File: src/rtl/pmem_arbiter_pkg.sv
// Shared types and default widths for the physical-memory arbiter.
// Cache line widths and the burst FSM state encoding live here.
package mem_arb_pkg;

    localparam int LINE_W_DEF = 256;
    localparam int BEAT_W_DEF = 64;
    localparam int ADDR_W_DEF = 32;

    typedef enum logic [1:0] {
        IDLE,
        RBURST,
        WBURST,
        RESP
    } arb_state_t;

    function automatic int beats_per_line(input int line_w, input int beat_w);
        return line_w / beat_w;
    endfunction

endpackage

File: src/rtl/pmem_arbiter_if.sv
// Cache-side request bundle plus the physical-memory burst bus.
// slave is the arbiter's view; master is the requester/memory side.
interface pmem_arbiter_if #(
    parameter int NUM_PORTS = 2,
    parameter int LINE_W    = 256,
    parameter int BEAT_W    = 64,
    parameter int ADDR_W    = 32
);

    logic [NUM_PORTS-1:0]             req_read;
    logic [NUM_PORTS-1:0]             req_write;
    logic [NUM_PORTS-1:0][ADDR_W-1:0] req_addr;
    logic [NUM_PORTS-1:0][LINE_W-1:0] req_wdata;
    logic [LINE_W-1:0]                req_rdata;
    logic [NUM_PORTS-1:0]             req_resp;

    logic              pmem_read;
    logic              pmem_write;
    logic [ADDR_W-1:0] pmem_address;
    logic [BEAT_W-1:0] pmem_wdata;
    logic [BEAT_W-1:0] pmem_rdata;
    logic              pmem_resp;

    modport slave (
        input  req_read, req_write, req_addr, req_wdata,
        input  pmem_rdata, pmem_resp,
        output req_rdata, req_resp,
        output pmem_read, pmem_write, pmem_address, pmem_wdata
    );

    modport master (
        output req_read, req_write, req_addr, req_wdata,
        output pmem_rdata, pmem_resp,
        input  req_rdata, req_resp,
        input  pmem_read, pmem_write, pmem_address, pmem_wdata
    );

endinterface

File: src/rtl/pmem_arbiter_rr_arbiter.sv
// Round-robin grant: first pending port after last_grant, wrapping.
// Purely combinational; the caller registers the chosen index.
module rr_arbiter
    import mem_arb_pkg::*;
#(
    parameter int NUM_PORTS = 2,
    parameter int IDX_W     = $clog2(NUM_PORTS)
) (
    input  logic [NUM_PORTS-1:0] i_pending,
    input  logic [IDX_W-1:0]     i_last_grant,
    output logic [NUM_PORTS-1:0] o_grant,
    output logic                 o_valid
);

    always_comb begin
        int w_j;
        w_j     = 0;
        o_grant = '0;
        o_valid = 1'b0;
        for (int k = 1; k <= NUM_PORTS; k++) begin
            w_j = int'(i_last_grant) + k;
            if (w_j >= NUM_PORTS) w_j = w_j - NUM_PORTS;
            if (!o_valid && i_pending[w_j]) begin
                o_grant[w_j] = 1'b1;
                o_valid      = 1'b1;
            end
        end
    end

endmodule

File: src/rtl/pmem_arbiter.sv
// Multi-port cacheline arbiter in front of a beat-serial burst memory.
// One line transfer in flight at a time; grant rotates round-robin.
module pmem_arbiter
    import mem_arb_pkg::*;
#(
    parameter int NUM_PORTS = 2,
    parameter int LINE_W    = LINE_W_DEF,
    parameter int BEAT_W    = BEAT_W_DEF,
    parameter int ADDR_W    = ADDR_W_DEF
) (
    input  logic          clk,
    input  logic          rst,
    pmem_arbiter_if.slave bus
);

    localparam int BEATS   = beats_per_line(LINE_W, BEAT_W);
    localparam int BEAT_IW = $clog2(BEATS);
    localparam int IDX_W   = $clog2(NUM_PORTS);
    localparam int OFF_W   = $clog2(LINE_W / 8);

    localparam logic [ADDR_W-1:0]  ADDR_MASK = {ADDR_W{1'b1}} << OFF_W;
    localparam logic [BEAT_IW-1:0] LAST_BEAT = BEAT_IW'(BEATS - 1);
    localparam logic [NUM_PORTS-1:0] ONE_HOT0 = NUM_PORTS'(1);

    arb_state_t           r_state;
    logic [BEAT_IW-1:0]   r_beat;
    logic [IDX_W-1:0]     r_grant;
    logic [IDX_W-1:0]     r_last;
    logic [ADDR_W-1:0]    r_addr;
    logic [LINE_W-1:0]    r_wline;
    logic [LINE_W-1:0]    r_rline;
    logic [LINE_W-1:0]    r_rdata;
    logic [NUM_PORTS-1:0] r_resp;
    logic                 r_pmem_read;
    logic                 r_pmem_write;

    logic [NUM_PORTS-1:0] w_pending;
    logic [NUM_PORTS-1:0] w_gnt_oh;
    logic                 w_gnt_valid;
    logic [IDX_W-1:0]     w_gnt_idx;
    logic [LINE_W-1:0]    w_line_next;
    logic                 w_last;

    assign w_pending = bus.req_read | bus.req_write;
    assign w_last    = (r_beat == LAST_BEAT);

    rr_arbiter #(
        .NUM_PORTS (NUM_PORTS),
        .IDX_W     (IDX_W)
    ) u_rr (
        .i_pending    (w_pending),
        .i_last_grant (r_last),
        .o_grant      (w_gnt_oh),
        .o_valid      (w_gnt_valid)
    );

    always_comb begin
        w_gnt_idx = '0;
        for (int i = 0; i < NUM_PORTS; i++) begin
            if (w_gnt_oh[i]) w_gnt_idx = IDX_W'(i);
        end
    end

    // Incoming read beat merged into the line being assembled.
    always_comb begin
        w_line_next = r_rline;
        w_line_next[int'(r_beat)*BEAT_W +: BEAT_W] = bus.pmem_rdata;
    end

    always_ff @(posedge clk or posedge rst) begin
        if (rst) begin
            r_state      <= IDLE;
            r_beat       <= '0;
            r_grant      <= '0;
            r_last       <= IDX_W'(NUM_PORTS - 1);
            r_addr       <= '0;
            r_wline      <= '0;
            r_rline      <= '0;
            r_rdata      <= '0;
            r_resp       <= '0;
            r_pmem_read  <= 1'b0;
            r_pmem_write <= 1'b0;
        end else begin
            r_resp <= '0;
            unique case (r_state)
                IDLE: begin
                    if (w_gnt_valid) begin
                        r_grant <= w_gnt_idx;
                        r_addr  <= bus.req_addr[w_gnt_idx] & ADDR_MASK;
                        r_wline <= bus.req_wdata[w_gnt_idx];
                        r_beat  <= '0;
                        // Read+write together counts as a write.
                        if (bus.req_write[w_gnt_idx]) begin
                            r_state      <= WBURST;
                            r_pmem_write <= 1'b1;
                        end else begin
                            r_state     <= RBURST;
                            r_pmem_read <= 1'b1;
                        end
                    end
                end
                RBURST: begin
                    if (bus.pmem_resp) begin
                        r_rline <= w_line_next;
                        if (w_last) begin
                            r_rdata     <= w_line_next;
                            r_beat      <= '0;
                            r_pmem_read <= 1'b0;
                            r_resp      <= ONE_HOT0 << r_grant;
                            r_state     <= RESP;
                        end else begin
                            r_beat <= r_beat + 1'b1;
                        end
                    end
                end
                WBURST: begin
                    if (bus.pmem_resp) begin
                        if (w_last) begin
                            r_beat       <= '0;
                            r_pmem_write <= 1'b0;
                            r_resp       <= ONE_HOT0 << r_grant;
                            r_state      <= RESP;
                        end else begin
                            r_beat <= r_beat + 1'b1;
                        end
                    end
                end
                RESP: begin
                    r_last  <= r_grant;
                    r_state <= IDLE;
                end
                default: r_state <= IDLE;
            endcase
        end
    end

    assign bus.req_rdata    = r_rdata;
    assign bus.req_resp     = r_resp;
    assign bus.pmem_read    = r_pmem_read;
    assign bus.pmem_write   = r_pmem_write;
    assign bus.pmem_address = r_addr;
    assign bus.pmem_wdata   = (r_state == WBURST)
                            ? r_wline[int'(r_beat)*BEAT_W +: BEAT_W]
                            : '0;

endmodule

File: src/flat_wrapper.sv
// flat-port wrapper written by rule: the top's interface ports become plain ports
module pmem_arbiter_flat import mem_arb_pkg::*;
#(
    parameter int NUM_PORTS = 2,
    parameter int LINE_W    = LINE_W_DEF,
    parameter int BEAT_W    = BEAT_W_DEF,
    parameter int ADDR_W    = ADDR_W_DEF
)
  (clk, rst, bus_req_read, bus_req_write, bus_req_addr, bus_req_wdata, bus_pmem_rdata, bus_pmem_resp, bus_req_rdata, bus_req_resp, bus_pmem_read, bus_pmem_write, bus_pmem_address, bus_pmem_wdata);
  pmem_arbiter_if #(.NUM_PORTS(NUM_PORTS), .LINE_W(LINE_W), .BEAT_W(BEAT_W), .ADDR_W(ADDR_W)) bus_i ();
  input  logic clk;
  input  logic rst;
  input wire logic [$bits(bus_i.req_read)-1:0] bus_req_read;
  input wire logic [$bits(bus_i.req_write)-1:0] bus_req_write;
  input wire logic [$bits(bus_i.req_addr)-1:0] bus_req_addr;
  input wire logic [$bits(bus_i.req_wdata)-1:0] bus_req_wdata;
  input wire logic [$bits(bus_i.pmem_rdata)-1:0] bus_pmem_rdata;
  input wire logic [$bits(bus_i.pmem_resp)-1:0] bus_pmem_resp;
  output wire logic [$bits(bus_i.req_rdata)-1:0] bus_req_rdata;
  output wire logic [$bits(bus_i.req_resp)-1:0] bus_req_resp;
  output wire logic [$bits(bus_i.pmem_read)-1:0] bus_pmem_read;
  output wire logic [$bits(bus_i.pmem_write)-1:0] bus_pmem_write;
  output wire logic [$bits(bus_i.pmem_address)-1:0] bus_pmem_address;
  output wire logic [$bits(bus_i.pmem_wdata)-1:0] bus_pmem_wdata;
  assign bus_i.req_read = bus_req_read;
  assign bus_i.req_write = bus_req_write;
  assign bus_i.req_addr = bus_req_addr;
  assign bus_i.req_wdata = bus_req_wdata;
  assign bus_i.pmem_rdata = bus_pmem_rdata;
  assign bus_i.pmem_resp = bus_pmem_resp;
  assign bus_req_rdata = bus_i.req_rdata;
  assign bus_req_resp = bus_i.req_resp;
  assign bus_pmem_read = bus_i.pmem_read;
  assign bus_pmem_write = bus_i.pmem_write;
  assign bus_pmem_address = bus_i.pmem_address;
  assign bus_pmem_wdata = bus_i.pmem_wdata;
  pmem_arbiter #(.NUM_PORTS(NUM_PORTS), .LINE_W(LINE_W), .BEAT_W(BEAT_W), .ADDR_W(ADDR_W)) u_core (.clk(clk), .rst(rst), .bus(bus_i));
endmodule
File: config.mk
export PLATFORM = sky130hd
export DESIGN_NAME = pmem_arbiter_flat
export DESIGN_NICKNAME = d
export VERILOG_FILES = /design/src/rtl/pmem_arbiter_pkg.sv /design/src/rtl/pmem_arbiter_if.sv /design/src/rtl/pmem_arbiter_rr_arbiter.sv /design/src/rtl/pmem_arbiter.sv /design/src/flat_wrapper.sv
export SDC_FILE = /design/constraint.sdc
export NUM_CORES = 2
export LEC_CHECK = 0
export CORE_AREA = 3 3 388 390
export DETAILED_ROUTE_END_ITERATION = 8
export DIE_AREA = 0 0 391 393
export PLACE_DENSITY_LB_ADDON = 0.3
export SLEW_MARGIN = 20
export SYNTH_ARGS = -nofsm -noshare
export SYNTH_HDL_FRONTEND = slang
export SYNTH_SLANG_ARGS = --single-unit
File: constraint.sdc
create_clock -name clk -period 31.5 [get_ports clk]
set_clock_uncertainty 0.1 [all_clocks]
set_input_delay 3.15 -clock clk [delete_from_list [all_inputs] [get_ports clk]]
set_output_delay 3.15 -clock clk [all_outputs]
set_load 0.01 [all_outputs]
== Word-level counts from Yosys, hierarchy flattened ==
Index checks and enable logic that the tools add are counted.

* Output and inout port bits: 356
* Logic and storage cells: 104
* Register bits: 805

* $lt $le $gt $ge: 7
* Equality and inequality tests: 13
* Shift-type cells: 4
* Add/subtract/negate cells: 6
* Multiplexer cells: 45
* Bitwise operators: 2
* Reduce and logical (&&, ||, !) cells: 16

{| class="wikitable"
|+ Operators with widths
! cell !! number
|-
| 256-bit two-way mux || 2
|-
| 256-bit bitwise mux || 1
|-
| 64-bit by 33-bit variable shift with 256-bit output (first input constant) || 1
|-
| 256-bit by 9-bit indexed part select with 64-bit output || 1
|-
| 64-bit by 33-bit indexed part select with 256-bit output || 1
|-
| 32-bit two-way mux || 4
|-
| 32-bit by 1-bit >= comparator with 1-bit output (second input constant) || 2
|-
| 32-bit by 3-bit < comparator with 1-bit output (second input constant) || 2
|-
| 64-bit two-way mux || 1
|-
| 8-bit negation with 33-bit output || 1
|-
| 32-bit by 3-bit >= comparator with 1-bit output (second input constant) || 1
|-
| 32-bit by 3-bit subtractor with 32-bit output (second input constant) || 1
|-
| 2-bit two-way mux || 12
|-
| 1-bit two-way mux || 19
|-
| 2-bit by 1-bit != test with 1-bit output (second input constant) || 5
|-
| 5-bit AND reduction || 2
|-
| 3-bit AND reduction || 3
|-
| 2-bit != test (second input constant) || 4
|-
| 2-bit == test (second input constant) || 3
|-
| 2-bit one-hot mux with 3 select lines || 1
|-
| 2-bit nonzero test || 3
|-
| 2-bit bitwise OR || 2
|-
| 1-bit one-hot mux with 2 select lines || 2
|-
| 2-bit one-hot mux with 2 select lines || 1
|-
| other kinds (14) || 18
|}

== Longest topological paths before layout ==
* Depth in word-level cells: 16
* Depth in mapped cells: 11
* Gate-level depth less buffers: 6

== By module ==
A second synthesis with hierarchy kept.

* Cell total of the unflattened synthesis: 3091
* Area, all modules: 33691.1 um^2

{| class="wikitable"
|+ Modules (own cells, without submodules)
! module !! cells an instance !! area each (um^2) !! times used
|-
| pmem_arbiter || 3087 || 33666.0 || 1
|-
| rr_arbiter || 4 || 25.0 || 1
|}

== Worst setup path after synthesis ==
OpenSTA, ideal clock, no wires.

* Path type: register to output
* Start: register u_core.r_beat[0]
* End: output bus_pmem_wdata[56]
* Arrival: 1.740 ns
* Setup slack: 26.510 ns
* Stages on the path, launching flop included: 5
* Path through: dfrtp_1 -> buf_2 -> buf_1 -> mux4_2 -> and2_1

* Cells in the longest elaborated chain, start to end: 2

{| class="wikitable"
|+ RTL lines
! element !! RTL line !! source
|-
| start, declared || pmem_arbiter.sv:26 || <nowiki>logic [BEAT_IW-1:0] r_beat;</nowiki>
|-
| start signal, assigned || pmem_arbiter.sv:112 || <nowiki>r_beat <= r_beat + 1'b1;</nowiki>
|-
| start signal, assigned || pmem_arbiter.sv:124 || <nowiki>r_beat <= r_beat + 1'b1;</nowiki>
|-
| 256-bit by 9-bit indexed part select with 64-bit output || pmem_arbiter.sv:143 || <nowiki>? r_wline[int'(r_beat)*BEAT_W +: BEAT_W]</nowiki>
|-
| 64-bit two-way mux || pmem_arbiter.sv:143 ||
|-
| end, declared || flat_wrapper.sv:24 || <nowiki>output wire logic [$bits(bus_i.pmem_wdata)-1:0] bus_pmem_wdata;</nowiki>
|}

No other way between the ends.

==> impl_results.md <==
* Slew @ Worst Pin at 1.21 ns
* Most area-consuming cells after synthesis: dfrtp_1 54%, mux2i_1 7.7%, a22o_1 6.1%
* Tcrit/Tclk final at 21.6%
* Critical Path Source Type: input pin
* Cell area after synthesis at approximately 37,000 um^2
* Peak supply drop at 62.8 uV
* Nets@finish at ~5,000
* Filler cells at roughly 15,000
* First-pass GRT wire length at 217,000 um
* GPL Wtd Cong at 0.850
* Vias per Instance at 4.68
* # setup viols final at 0
* Post-route minimum period at 6.81 ns
* Die height at between 300 and 400 um
* Multi-input logic area at 15,200 um^2
* CP Capture Type: asynchronous set/reset pin
* Total GRT Usage at between 10% and 20%
* Post-CTS Resized at 0
* Clock tree buffer depth at 3
* Vias in the first global route at 29,559
* Postcts setup bufs at 0
* WP data required at between 30 and 40 ns
* Clock transition at path regs at 0.06 ns
* Post-Synthesis Cells at about 3,500
* Hold WS at 0.373 ns
* Count of hold-fix buffers inserted at cts at 0
* Layout cells sized above 1 at 6.06%
* Netlist cell types at 39
* Critical Path Fanout Max at 165
* Hpwl dp at 108,000 um
* Port bufs at 987
* Slew Limit Headroom at a little under 20%
* CTS sink count at 805
* DRC violations left at 0
* RSZ-0062 raised after global routing: false
* Drt total wl at 153,000 um
* MaxCap Viol Count at 0
* Worst min-delay path class: reg2reg
* Area Growth Syn to Fin at 38.7%
* Main synth FF type: dfrtp_1
* ANT nets after route at 0
* 1st-iter DRT viols at 1,949
* FP Rows at about 140
* Final slew viol count at 0
* Avg Cell Area, Syn at approximately 11 um^2
* CTS tree: built
* Die area at 154,000 um^2
* Static Leak at 22.0 nW
* Area share of the largest cell type after synthesis at 54.5%
* Area after DPL at between 40,000 and 50,000 um^2
* H-tree level count at 3
* PwrDens at 78.1 nW/um^2
* Area occupied by registers at 20,200 um^2
* Final Hold Fails at 0
* Inst Count DP at 6,102
* Top cells by count, synth: 804 x dfrtp_1, 553 x nand2_1, 366 x o21ai_0
* Post-synth top area cell: dfrtp_1
* Post-synthesis sequential area ratio at between 50% and 60%
* EDFF count, synth at 0
* Setup TNS at 0 ns
* CTS buffer count at 94
* Yosys reg bits at 805
* Max Freq at 0.147 GHz
* Initial antenna violation count at 77
* Largest net degree at the start of global routing at approximately 260
* Worst-Skew Late Latency at 0.68 ns
* I/O pins at 1,003
* Via count at between 20,000 and 30,000
* CP arrival at 7.39 ns
* Design area at roughly 50,000 um^2
* CORE AREA at 147,000 um^2
* Final non-filler cell total at 6,294
* Die width at 391 um
* Status: completed
* Critical path class: in2async
* Async S/R FF share, synth at 100%
* Clock root buffer: clkbuf_16
* Routed length per instance at approximately 24 um
* Starting Density at 25.0%
* Gr ovfl total at 0
* First-pass DRT Iterations at 5
* Most frequent cell after synthesis: dfrtp_1
* Synth warn at 0
==> worst max-delay path, stage by stage <==
cell and delay, ns:
clkdlybuf4s50_1 0.49, inv_8 0.59, buf_4 0.76, buf_4 0.66, buf_12 0.54, buf_4 0.83
==> per-stage QoR <==
| stage | power (W) | setup slack, ns | util (%) |
|---|---|---|---|
| 2_1_floorplan | 0.00238 | 5.64 | - |
| 3_3_place_gp | 0.00291 | 23.57 | 32.6 |
| 3_5_place_dp | 0.00293 | 23.54 | 32.6 |
| 4_1_cts | 0.00406 | 24.34 | 34.7 |
| 5_1_grt | 0.00426 | 23.92 | 34.7 |
| 6_report | 0.00400 | 24.69 | 34.7 |
==> where the power goes <==
part / total, W / switching (W) / internal, W
sequential: 0.00150 / 0.000172 / 0.00133
clock: 0.00111 / 0.000463 / 0.000644
combinational: 0.00139 / 0.000739 / 0.000654
==> layout make-up <==
type	instances	area share, %
diodes	26	0.127
clock buffers	141	5.37
clock inverters	25	0.660
inverters	9	0.0806
multi-input cells	2339	29.8
flip-flops and latches	805	39.4
well taps	1930	4.72
repair buffers	1019	19.9
==> cell usage in the layout, fill, tap and decap left out, drive strengths merged, types with 2 or more instances in the layout <==
cell type / instances
clkdlybuf4s50: 987
diode: 26
clkinv: 12
nand3: 3
nor2: 9
a2bb2oi: 2
clkbuf: 141
nor2b: 257
o22a: 2
a22o: 256
nand3b: 3
dfrtp: 804
ha: 11
nand2b: 3
and2: 66
clkinvlp: 3
buf: 32
nor3: 4
conb: 5
bufinv: 5
nand2: 554
mux4: 64
o21ai: 549
inv: 14
a21oi: 258
mux2i: 283
==> final timing paths <==
| kind | cells past startpoint | slack, ns | end | startpoint |
|---|---|---|---|---|
| worst min register to register | 2 | 0.37 | u_core.r_wline[152] | u_core.r_wline[152] |
| worst max-delay path | 6 | 24.69 | u_core.bus.req_rdata[92] | rst |
| min in group asynchronous | 2 | 2.93 | u_core.r_wline[3] | rst |
| worst min-delay path | 2 | 0.37 | u_core.r_wline[152] | u_core.r_wline[152] |
| max in group clk | 4 | 24.77 | bus_pmem_wdata[17] | u_core.r_beat[1] |
| worst max register to register | 8 | 27.01 | u_core.bus.req_rdata[55] | u_core.r_beat[1] |
==> metal layers <==
layer  part of all wire [%]  track usage [%]
met1                     41             24.1
met2                     48             32.2
met5                   0.10                0
met3                    8.1             5.67
met4                    2.7             5.63
==> flip-flops by register name, indices dropped and copies added (netlist names) <==
register,cells
u_core.bus.pmem_read,1
u_core.bus.pmem_address,27
u_core.bus.req_rdata,256
u_core.r_rline,256
u_core.r_beat,2
u_core.bus.req_resp,2
u_core.bus.pmem_write,1
u_core.r_wline,256
u_core.r_state,2
u_core.r_last,1
u_core.r_grant,1
==> logic make-up (layout without fill, tap and decap cells) <==
family	after synthesis	after routing	share of synthesized area, %
adders and majority gates	11	11	0.373
DFF	805	805	54.6
other	1	31	0.0102
and+or+nand+nor	903	903	11.6
buffers and inverters	352	1194	4.68
AOI/OAI and AO/OA	1072	1072	17.2
muxes	348	348	11.6
Power figures use the tool's default switching activity.
